===== src/rtl/spike_aer_arbiter_if.sv =====
// AER event bus between the spike arbiter and its consumer:
// valid/ready handshake carrying the zero-based firing neuron index.
interface spike_aer_arbiter_if #(
    parameter int p_addr_width = 3
);
    logic                    valid;
    logic [p_addr_width-1:0] addr;
    logic                    ready;

    modport master (output valid, output addr, input ready);
    modport slave  (input valid, input addr, output ready);
endinterface


===== src/rtl/spike_aer_arbiter.sv =====
// Round-robin arbiter serialising per-neuron spike events onto one AER bus,
// with per-neuron pending latches and a saturating count of dropped spikes.
module spike_aer_arbiter #(
    parameter int p_neurons    = 8,
    parameter int p_addr_width = 3,
    parameter int p_cnt_width  = 8
) (
    input  logic                   i_clk,
    input  logic                   i_rst_n,
    input  logic [p_neurons:1]     i_spike,
    input  logic                   i_enable,
    spike_aer_arbiter_if.master    aer,
    output logic                   o_busy,
    output logic                   o_drop,
    output logic [p_cnt_width-1:0] o_drop_cnt
);
    localparam int DropNumW = $clog2(p_neurons + 1);
    localparam int SumW     = p_cnt_width + DropNumW;

    typedef enum logic {IDLE, SEND} state_e;

    state_e                  state_q, state_d;
    logic [p_neurons-1:0]    pending_q, pending_d;
    logic [p_addr_width-1:0] addr_q, addr_d;
    logic [p_addr_width-1:0] lastGrant_q, lastGrant_d;
    logic                    busy_q, busy_d;
    logic                    drop_q, drop_d;
    logic [p_cnt_width-1:0]  dropCnt_q, dropCnt_d;

    logic [p_neurons-1:0]    spikeVec;
    logic [p_neurons-1:0]    rotVec;
    logic [p_neurons-1:0]    loadMask;
    logic [p_neurons-1:0]    dropVec;
    logic                    winFound;
    logic [p_addr_width-1:0] winIdx;
    logic                    load;
    logic [DropNumW-1:0]     dropNum;
    logic [SumW-1:0]         cntSum;

    assign spikeVec = i_spike;

    // Rotate pending so the neuron after the last grant sits at bit 0,
    // then the lowest set bit is the round-robin winner.
    always_comb begin
        rotVec   = p_neurons'({pending_q, pending_q} >> (int'(lastGrant_q) + 1));
        winFound = 1'b0;
        winIdx   = '0;
        for (int k = 0; k < p_neurons; k++) begin
            if (!winFound && rotVec[k]) begin
                winFound = 1'b1;
                winIdx   = p_addr_width'((int'(lastGrant_q) + 1 + k) % p_neurons);
            end
        end
    end

    always_comb begin
        state_d     = state_q;
        addr_d      = addr_q;
        lastGrant_d = lastGrant_q;
        load        = 1'b0;
        case (state_q)
            IDLE: begin
                if (i_enable && winFound) begin
                    load    = 1'b1;
                    state_d = SEND;
                end
            end
            SEND: begin
                if (aer.ready) begin
                    if (i_enable && winFound) begin
                        load = 1'b1;
                    end else begin
                        state_d = IDLE;
                    end
                end
            end
        endcase
        if (load) begin
            addr_d      = winIdx;
            lastGrant_d = winIdx;
        end

        // A spike on the neuron being loaded this edge is a fresh event, not a drop.
        loadMask  = load ? (p_neurons'(1) << winIdx) : '0;
        dropVec   = spikeVec & pending_q & ~loadMask;
        pending_d = spikeVec | (pending_q & ~loadMask);

        dropNum = '0;
        for (int k = 0; k < p_neurons; k++) begin
            dropNum = dropNum + DropNumW'(dropVec[k]);
        end
        cntSum    = SumW'(dropCnt_q) + SumW'(dropNum);
        dropCnt_d = (cntSum > SumW'({p_cnt_width{1'b1}})) ? '1 : cntSum[p_cnt_width-1:0];

        drop_d = |dropVec;
        busy_d = (state_d == SEND) || (|pending_d);
    end

    always_ff @(posedge i_clk or negedge i_rst_n) begin
        if (!i_rst_n) begin
            state_q     <= IDLE;
            pending_q   <= '0;
            addr_q      <= '0;
            lastGrant_q <= p_addr_width'(p_neurons - 1);
            busy_q      <= 1'b0;
            drop_q      <= 1'b0;
            dropCnt_q   <= '0;
        end else begin
            state_q     <= state_d;
            pending_q   <= pending_d;
            addr_q      <= addr_d;
            lastGrant_q <= lastGrant_d;
            busy_q      <= busy_d;
            drop_q      <= drop_d;
            dropCnt_q   <= dropCnt_d;
        end
    end

    assign aer.valid  = (state_q == SEND);
    assign aer.addr   = addr_q;
    assign o_busy     = busy_q;
    assign o_drop     = drop_q;
    assign o_drop_cnt = dropCnt_q;
endmodule


===== src/flat_wrapper.sv =====
// flat-port wrapper written by rule: the top's interface ports become plain ports
module spike_aer_arbiter_flat 
#(
    parameter int p_neurons    = 8,
    parameter int p_addr_width = 3,
    parameter int p_cnt_width  = 8
)
  (i_clk, i_rst_n, i_spike, i_enable, o_busy, o_drop, o_drop_cnt, aer_valid, aer_addr, aer_ready);
  spike_aer_arbiter_if #(.p_addr_width(p_addr_width)) aer_i ();
  input  logic i_clk;
  input  logic i_rst_n;
  input  logic [p_neurons:1] i_spike;
  input  logic i_enable;
  output logic o_busy;
  output logic o_drop;
  output logic [p_cnt_width-1:0] o_drop_cnt;
  output wire logic [$bits(aer_i.valid)-1:0] aer_valid;
  output wire logic [$bits(aer_i.addr)-1:0] aer_addr;
  input wire logic [$bits(aer_i.ready)-1:0] aer_ready;
  assign aer_valid = aer_i.valid;
  assign aer_addr = aer_i.addr;
  assign aer_i.ready = aer_ready;
  spike_aer_arbiter #(.p_neurons(p_neurons), .p_addr_width(p_addr_width), .p_cnt_width(p_cnt_width)) u_core (.i_clk(i_clk), .i_rst_n(i_rst_n), .i_spike(i_spike), .i_enable(i_enable), .aer(aer_i), .o_busy(o_busy), .o_drop(o_drop), .o_drop_cnt(o_drop_cnt));
endmodule

===== config.mk =====
export PLATFORM = sky130hd
export DESIGN_NAME = spike_aer_arbiter_flat
export DESIGN_NICKNAME = d
export VERILOG_FILES = /design/src/rtl/spike_aer_arbiter_if.sv /design/src/rtl/spike_aer_arbiter.sv /design/src/flat_wrapper.sv
export SDC_FILE = /design/constraint.sdc
export NUM_CORES = 1
export LEC_CHECK = 0
export BUFFER_PORTS_ARGS = -buffer_cell sky130_fd_sc_hd__buf_2
export CAP_MARGIN = 10
export CORE_MARGIN = 2
export CORE_UTILIZATION = 35
export DETAILED_ROUTE_END_ITERATION = 16
export SYNTH_ARGS = -nofsm -noshare
export SYNTH_HDL_FRONTEND = slang
export SYNTH_SLANG_ARGS = --single-unit

===== constraint.sdc =====
create_clock -name i_clk -period 9.1 [get_ports i_clk]
set_input_delay 1.365 -clock i_clk [delete_from_list [all_inputs] [get_ports i_clk]]
set_output_delay 1.365 -clock i_clk [all_outputs]
set_load 0.1 [all_outputs]

# ---- After elaboration in Yosys (flattened, before gate mapping)
# Cells that the tools add are included.
dict set report op_classes {
  n_reduce_logical 18
  add_sub_neg 16
  shifts 2
  order_cmp 1
  mux 23
  bitwise 6
}
# op count
set ops {}
lappend ops {{$add A4 B1 Y4} 6}
lappend ops {{$and A8 B8 Y8} 3}
lappend ops {{$mux W3} 8}
lappend ops {{$mux W8} 2}
lappend ops {{$reduce_or A8 Y1} 2}
lappend ops {{$shr A16 B4 Y8} 1}
lappend ops {{$add A3 B3 Y3 const B} 4}
lappend ops {{$gt A12 B8 Y1 const B} 1}
lappend ops {{$mux W1} 11}
lappend ops {{$add A8 B4 Y9} 1}
lappend ops {{$logic_and A1 B1 Y1} 8}
lappend ops {{$not A8 Y8} 1}
lappend ops {{$or A8 B8 Y8} 1}
lappend ops {{$shl A1 B3 Y8 const A} 1}
lappend ops {{$logic_not A1 Y1} 7}
lappend ops {{$add A3 B2 Y3 const B} 2}
lappend ops {{$add A3 B1 Y4 const B} 1}
lappend ops {{$pmux W1 S2} 2}
lappend ops {{$add A3 B1 Y3 const B} 1}
lappend ops {{$add A1 B1 Y2} 1}
lappend ops {{$logic_or A1 B1 Y1} 1}
lappend ops {{$not A1 Y1} 1}
dict set report totals {
  elab_cells 73
  ff_bits 25
  input_bits 12
  out_inout_bits 14
}

# ---- Logic depth before layout (Yosys ltp)
dict set report logic_depth {
  depth_word 41
  mapped_depth 29
  mapped_depth_nobuf 26
}

# ---- Worst setup path before layout
# No wires, ideal clock.
dict set report synth_timing {
  path_type {register -> register}
  startpoint {register u_core.lastGrant_q[0]}
  endpoint {register u_core.dropCnt_q[5] (netlist: u_core.o_drop_cnt[5])}
  path_buffers 3
  t_arrival_ns 6.311
  path_stages_with_launch 29
  period_less_slack_ns 6.439
  required_time_ns 8.972
  setup_time_ns 0.128
  slack_ns 2.661
  cell_sequence {dfstp_2 inv_1 clkbuf_1 ha_1 clkbuf_1 xor3_1 mux2i_1 o221a_2 nor4_1 a21oi_1 nand2_1 buf_2 o31a_1 nand2_1 inv_1 ha_1 inv_1 fa_1 fa_1 fa_1 fa_1 inv_1 ha_1 a21o_1 a21oi_1 nor2b_1 o21ai_0 xor2_1 nand2_1}
}
dict set report synth_via {
  elab_chain_len 41
  word_cells_on_any_way 57
  cone_classes {add/sub: 16; order compare: 1; shift: 2; mux: 21; bitwise: 2; reduce/logical: 15}
}
# element line_no
set synth_lines {}
lappend synth_lines {{from (decl)} spike_aer_arbiter.sv:25} ;# logic [p_addr_width-1:0] lastGrant_q, lastGrant_d;
lappend synth_lines {{from (signal assigned)} spike_aer_arbiter.sv:104} ;# lastGrant_q <= p_addr_width'(p_neurons - 1);
lappend synth_lines {{from (signal assigned)} spike_aer_arbiter.sv:112} ;# lastGrant_q <= lastGrant_d;
lappend synth_lines {{$add A3 B1 Y4 *} spike_aer_arbiter.sv:51} ;# winIdx = p_addr_width'((int'(lastGrant_q) + 1 + k) % p_neurons);
lappend synth_lines {{$shr A16 B4 Y8} spike_aer_arbiter.sv:45} ;# rotVec = p_neurons'({pending_q, pending_q} >> (int'(lastGrant_q) + 1));
lappend synth_lines {{$mux W1} spike_aer_arbiter.sv:49} ;# if (!winFound && rotVec[k]) begin
lappend synth_lines {{$logic_not A1 Y1} spike_aer_arbiter.sv:49}
lappend synth_lines {{$logic_and A1 B1 Y1} spike_aer_arbiter.sv:49}
lappend synth_lines {{$mux W1} spike_aer_arbiter.sv:49}
lappend synth_lines {{$logic_not A1 Y1} spike_aer_arbiter.sv:49}
lappend synth_lines {{$logic_and A1 B1 Y1} spike_aer_arbiter.sv:49}
lappend synth_lines {{[22 not listed]} --}
lappend synth_lines {{$and A8 B8 Y8 *} spike_aer_arbiter.sv:85} ;# dropVec = spikeVec & pending_q & ~loadMask;
lappend synth_lines {{$add A1 B1 Y2} spike_aer_arbiter.sv:90} ;# dropNum = dropNum + DropNumW'(dropVec[k]);
lappend synth_lines {{$add A4 B1 Y4 (5 in a row)} spike_aer_arbiter.sv:90}
lappend synth_lines {{$add A4 B1 Y4 *} spike_aer_arbiter.sv:90}
lappend synth_lines {{$add A8 B4 Y9 *} spike_aer_arbiter.sv:92} ;# cntSum = SumW'(dropCnt_q) + SumW'(dropNum);
lappend synth_lines {{$gt A12 B8 Y1} spike_aer_arbiter.sv:93} ;# dropCnt_d = (cntSum > SumW'({p_cnt_width{1'b1}})) ? '1 : cntSum[p_cnt_width-1:0];
lappend synth_lines {{$mux W8 *} spike_aer_arbiter.sv:93}
lappend synth_lines {{named net u_core.dropCnt_d[5]} spike_aer_arbiter.sv:28} ;# logic [p_cnt_width-1:0] dropCnt_q, dropCnt_d;
lappend synth_lines {{to (signal assigned)} spike_aer_arbiter.sv:115} ;# dropCnt_q <= dropCnt_d;
lappend synth_lines {{to (decl)} spike_aer_arbiter.sv:28}
# The timed path passes the listed nets; every way through them passes the cells marked *.
# A chain may end at the register's enable or synchronous reset.

# ---- Worst setup path in the final report
# Ends and elaborated chain as after synthesis.

==> results.md <==
* Post-Synth Adder-Cell Area at 0.0832
* # rows at 32
* Final core occ at 0.380
* Final Hold Vio Count at 0
* Fillcell total at 790
* Initial core utilization at 0.356
* Vias at 2284
* Final Critical Period at 7.32 ns
* Yosys reg bits at 25
* Die width at 91.9 µm
* Worst-path fanout max at 24
* YS warnings at 0
* TritonCTS buffer count at 3
* DRT antenna net count at 0
* Area of the core at 7610 µm²
* Yosys cell types at between 60 and 70
* CTS tree: done
* Crit path kind: flip-flop to flip-flop
* IO Pins at 26
* Synth Cell Area at approximately 2700 µm²
* R2R cell count at 25
* Fmax at 137 MHz
* Global-route wire length before repair at about 11 mm
* EDFF count, synth at 0
* R2R setup slack at 1.78 ns
* Min-delay worst type: flip-flop to flip-flop
* Synth Area per Inst at roughly 9.3 µm²
* I/O Buffers at 25
* Kind of cell adding the most delay to the critical path: adder cells
* DP Wirelength at 5.15 mm
* RSZ-0062 raised after global routing: no
* Initial DRT Pass Iterations at 5
* Drc violations at 0
* Main synth FF type: dfrtp_1
* Hold Crit Depth at 1
* Die height at 91.9 µm
* Cells after Synth at around 290
* Clock Skew at 0.00678 ns
* CP endpoint kind: flip-flop
* Crit share post-route at 0.804
* Total grt overflow at 0
* Post-CTS Hold Fix Bufs at 0
* CP Data Required Time at just over 9 ns
* Worst-path clk slew at 0.10 ns
* DR WL/cell at 16.9 µm
* Initial antenna violation count at 0
* Gpl congestion at 0.935
* Max Buffers Root-to-Sink at 2
* Mux contribution to synthesized area at 0.147
* Synth Area in XOR/XNOR at 0.0282
* Slew margin rel. at 0.563
* H-tree levels at 1
* Cts repair resizes at 0
* Initial DRC Count at 174
* Sink Count at 25
* Hold Crit Start: u_core.aer.addr[1]
* Worst EP arrival at roughly 7.5 ns
* Max stage delay on crit path at 0.84 ns
* Synth async-reset ratio at 1.00
* Post-synthesis sequential area ratio at 0.233
* Die area at 8450 µm²
* Worst r2r src: u_core.lastGrant_q[0]
* Worst Tran Pin Value at around 0.65 ns
* CP Buf/Inv Count at 4
* Post-Synth Simple-Gate Area at 0.227
* Compound-cell area share of the yosys netlist at 0.206
* Mapped Nets at between 300 and 400
* Routed WL at ~6.8 mm
* Max cap viols at 0
* CTS Root Cell: clkbuf_8
* Number of global-route vias before repair at 2149
* Final max-slew violation count at 0
* Drt via density at 5.71
* Fraction of layout cells with a size suffix above 1 at 0.205
* Area leader, netlist: dfrtp_1
* Status: finished, final reports clean
* Hold path endpoint: u_core.aer.addr[1]
* Clk Latency, worst-skew pair at 0.27 ns
* Final #Nets at 326
* R2R Path End: u_core.o_drop_cnt[5]
* Largest net degree at the start of global routing at 34
* Post-synth top area share at 0.203
* Largest family of logic cells by synthesized area: simple AND/OR/NAND/NOR gates
* Post-CTS setup buffer count at 0
* Antenna Diode Count at 0
* Top cells by area, synth: dfrtp_1 20%, mux4_2 5.8%, ha_1 4.6%
* Sum of negative setup slack at 0 ns
* Area Growth Syn to Fin at 6.80%
* Tot GR Track Use at 0.158
* Slowest CP cell: dfstp_2
* Crit start category: flip-flop
* Final setup fails at 0
-- through the flow --
| step | cells | area, µm² | setup slack (ns) | hold WS (ns) |
|---|---|---|---|---|
| finish | 400 | 2890 | 1.78 | 0.487 |
| global route | 400 | 2890 | 1.42 | 0.532 |
| CTS | 400 | 2890 | 1.83 | 0.495 |
| detailed placement | 396 | 2840 | 1.83 | 0.471 |
| global placement | 396 | 2840 | 1.92 | 0.462 |
| floorplan | 291 | 2710 | 2.66 | 0.704 |
-- cell usage after synthesis (4+ instances only) --
| cell | count |
|---|---|
| a21o_1 | 7 |
| a21oi_1 | 7 |
| a41oi_1 | 6 |
| buf_2 | 5 |
| buf_4 | 4 |
| clkbuf_1 | 11 |
| dfrtp_1 | 22 |
| fa_1 | 5 |
| ha_1 | 10 |
| inv_1 | 23 |
| mux2_2 | 5 |
| mux2i_1 | 12 |
| mux4_2 | 7 |
| nand2_1 | 23 |
| nand2b_1 | 6 |
| nand3_1 | 11 |
| nand3b_1 | 5 |
| nor2_1 | 18 |
| nor2b_1 | 11 |
| nor3_1 | 5 |
| nor3b_1 | 6 |
| nor4_1 | 4 |
| o21ai_0 | 8 |
| o32ai_2 | 4 |
-- layer usage --
layer	share of wire	global-route usage	routed length [µm]	vias to the layer above
met2	0.48	0.273	3280	75
met4	0.018	0.0386	121	0
met3	0.057	0.0123	383	10
met5	0	0	0	-
li1	-	-	-	1087
met1	0.44	0.215	2990	1112
-- worst max-delay path by stage --
stage,slack [ns],cells after the start,start,endpoint
after floorplan,2.66,28,u_core.lastGrant_q[0],u_core.o_drop_cnt[5]
after global placement,1.92,25,u_core.lastGrant_q[0],u_core.o_drop_cnt[5]
after detailed placement,1.83,25,u_core.lastGrant_q[0],u_core.o_drop_cnt[5]
after CTS,1.83,25,u_core.lastGrant_q[0],u_core.o_drop_cnt[5]
after global routing,1.42,25,u_core.lastGrant_q[0],u_core.o_drop_cnt[5]
final,1.78,25,u_core.lastGrant_q[0],u_core.o_drop_cnt[5]
-- cell usage in the layout (no fill, tap or decap), types with 6 or more instances in the layout --
| cell | Yosys | layout |
|---|---|---|
| a21o_1 | 7 | 7 |
| a21oi_1 | 7 | 7 |
| a41oi_1 | 6 | 6 |
| buf_2 | 5 | 25 |
| dfrtp_1 | 22 | 22 |
| ha_1 | 10 | 10 |
| inv_1 | 23 | 23 |
| mux2i_1 | 12 | 12 |
| mux4_2 | 7 | 7 |
| nand2_1 | 23 | 23 |
| nand2b_1 | 6 | 6 |
| nand3_1 | 11 | 11 |
| nor2_1 | 18 | 18 |
| nor2b_1 | 11 | 11 |
| nor3b_1 | 6 | 6 |
| o21ai_0 | 8 | 8 |
-- flip-flops by register name, summed over array words and instances, names as in the netlist --
name and count:
u_core.aer.addr 3, u_core.aer.valid 1, u_core.lastGrant_q 3, u_core.o_busy 1, u_core.o_drop 1, u_core.o_drop_cnt 8
u_core.pending_q 8
-- area by class of cell --
cell class	count	area, µm²	share of cell area
Clock buffer	3	41.3	0.0143
Clock inverter	1	8.76	0.00303
Inverter	23	86.3	0.0299
Multi-Input combinational cell	221	1870	0.648
Sequential cell	25	629	0.218
Tap cell	102	128	0.0442
Timing Repair Buffer	25	125	0.0433
-- worst register-to-register path, cell delays in order (launching register included) --
cell     delay [ns]
dfstp_2        0.84
inv_1          0.36
ha_1           0.56
xor3_1         0.45
mux2i_1        0.18
o221a_2        0.20
nor4_1         0.04
a21oi_1        0.24
nand2_1        0.29
o31a_1         0.37
nand2_1        0.09
inv_1          0.05
ha_1           0.26
inv_1          0.05
fa_1           0.50
fa_1           0.52
fa_1           0.47
fa_1           0.54
inv_1          0.05
ha_1           0.26
a21o_1         0.17
a21oi_1        0.16
nor2b_1        0.07
o21ai_0        0.25
xor2_1         0.17
nand2_1        0.06
-- cells by family (layout without fill, tap and decap cells) --
family | count (synthesis) | after routing
compound gates | 64 | 64
xor+xnor | 7 | 7
fa+ha+maj | 15 | 15
buf+inv | 45 | 52
flops | 25 | 25
mux | 27 | 27
simple gates | 108 | 108
Power is not shown: default switching activity piles up to over one toggle a cycle in this logic, so the estimate is an artifact.
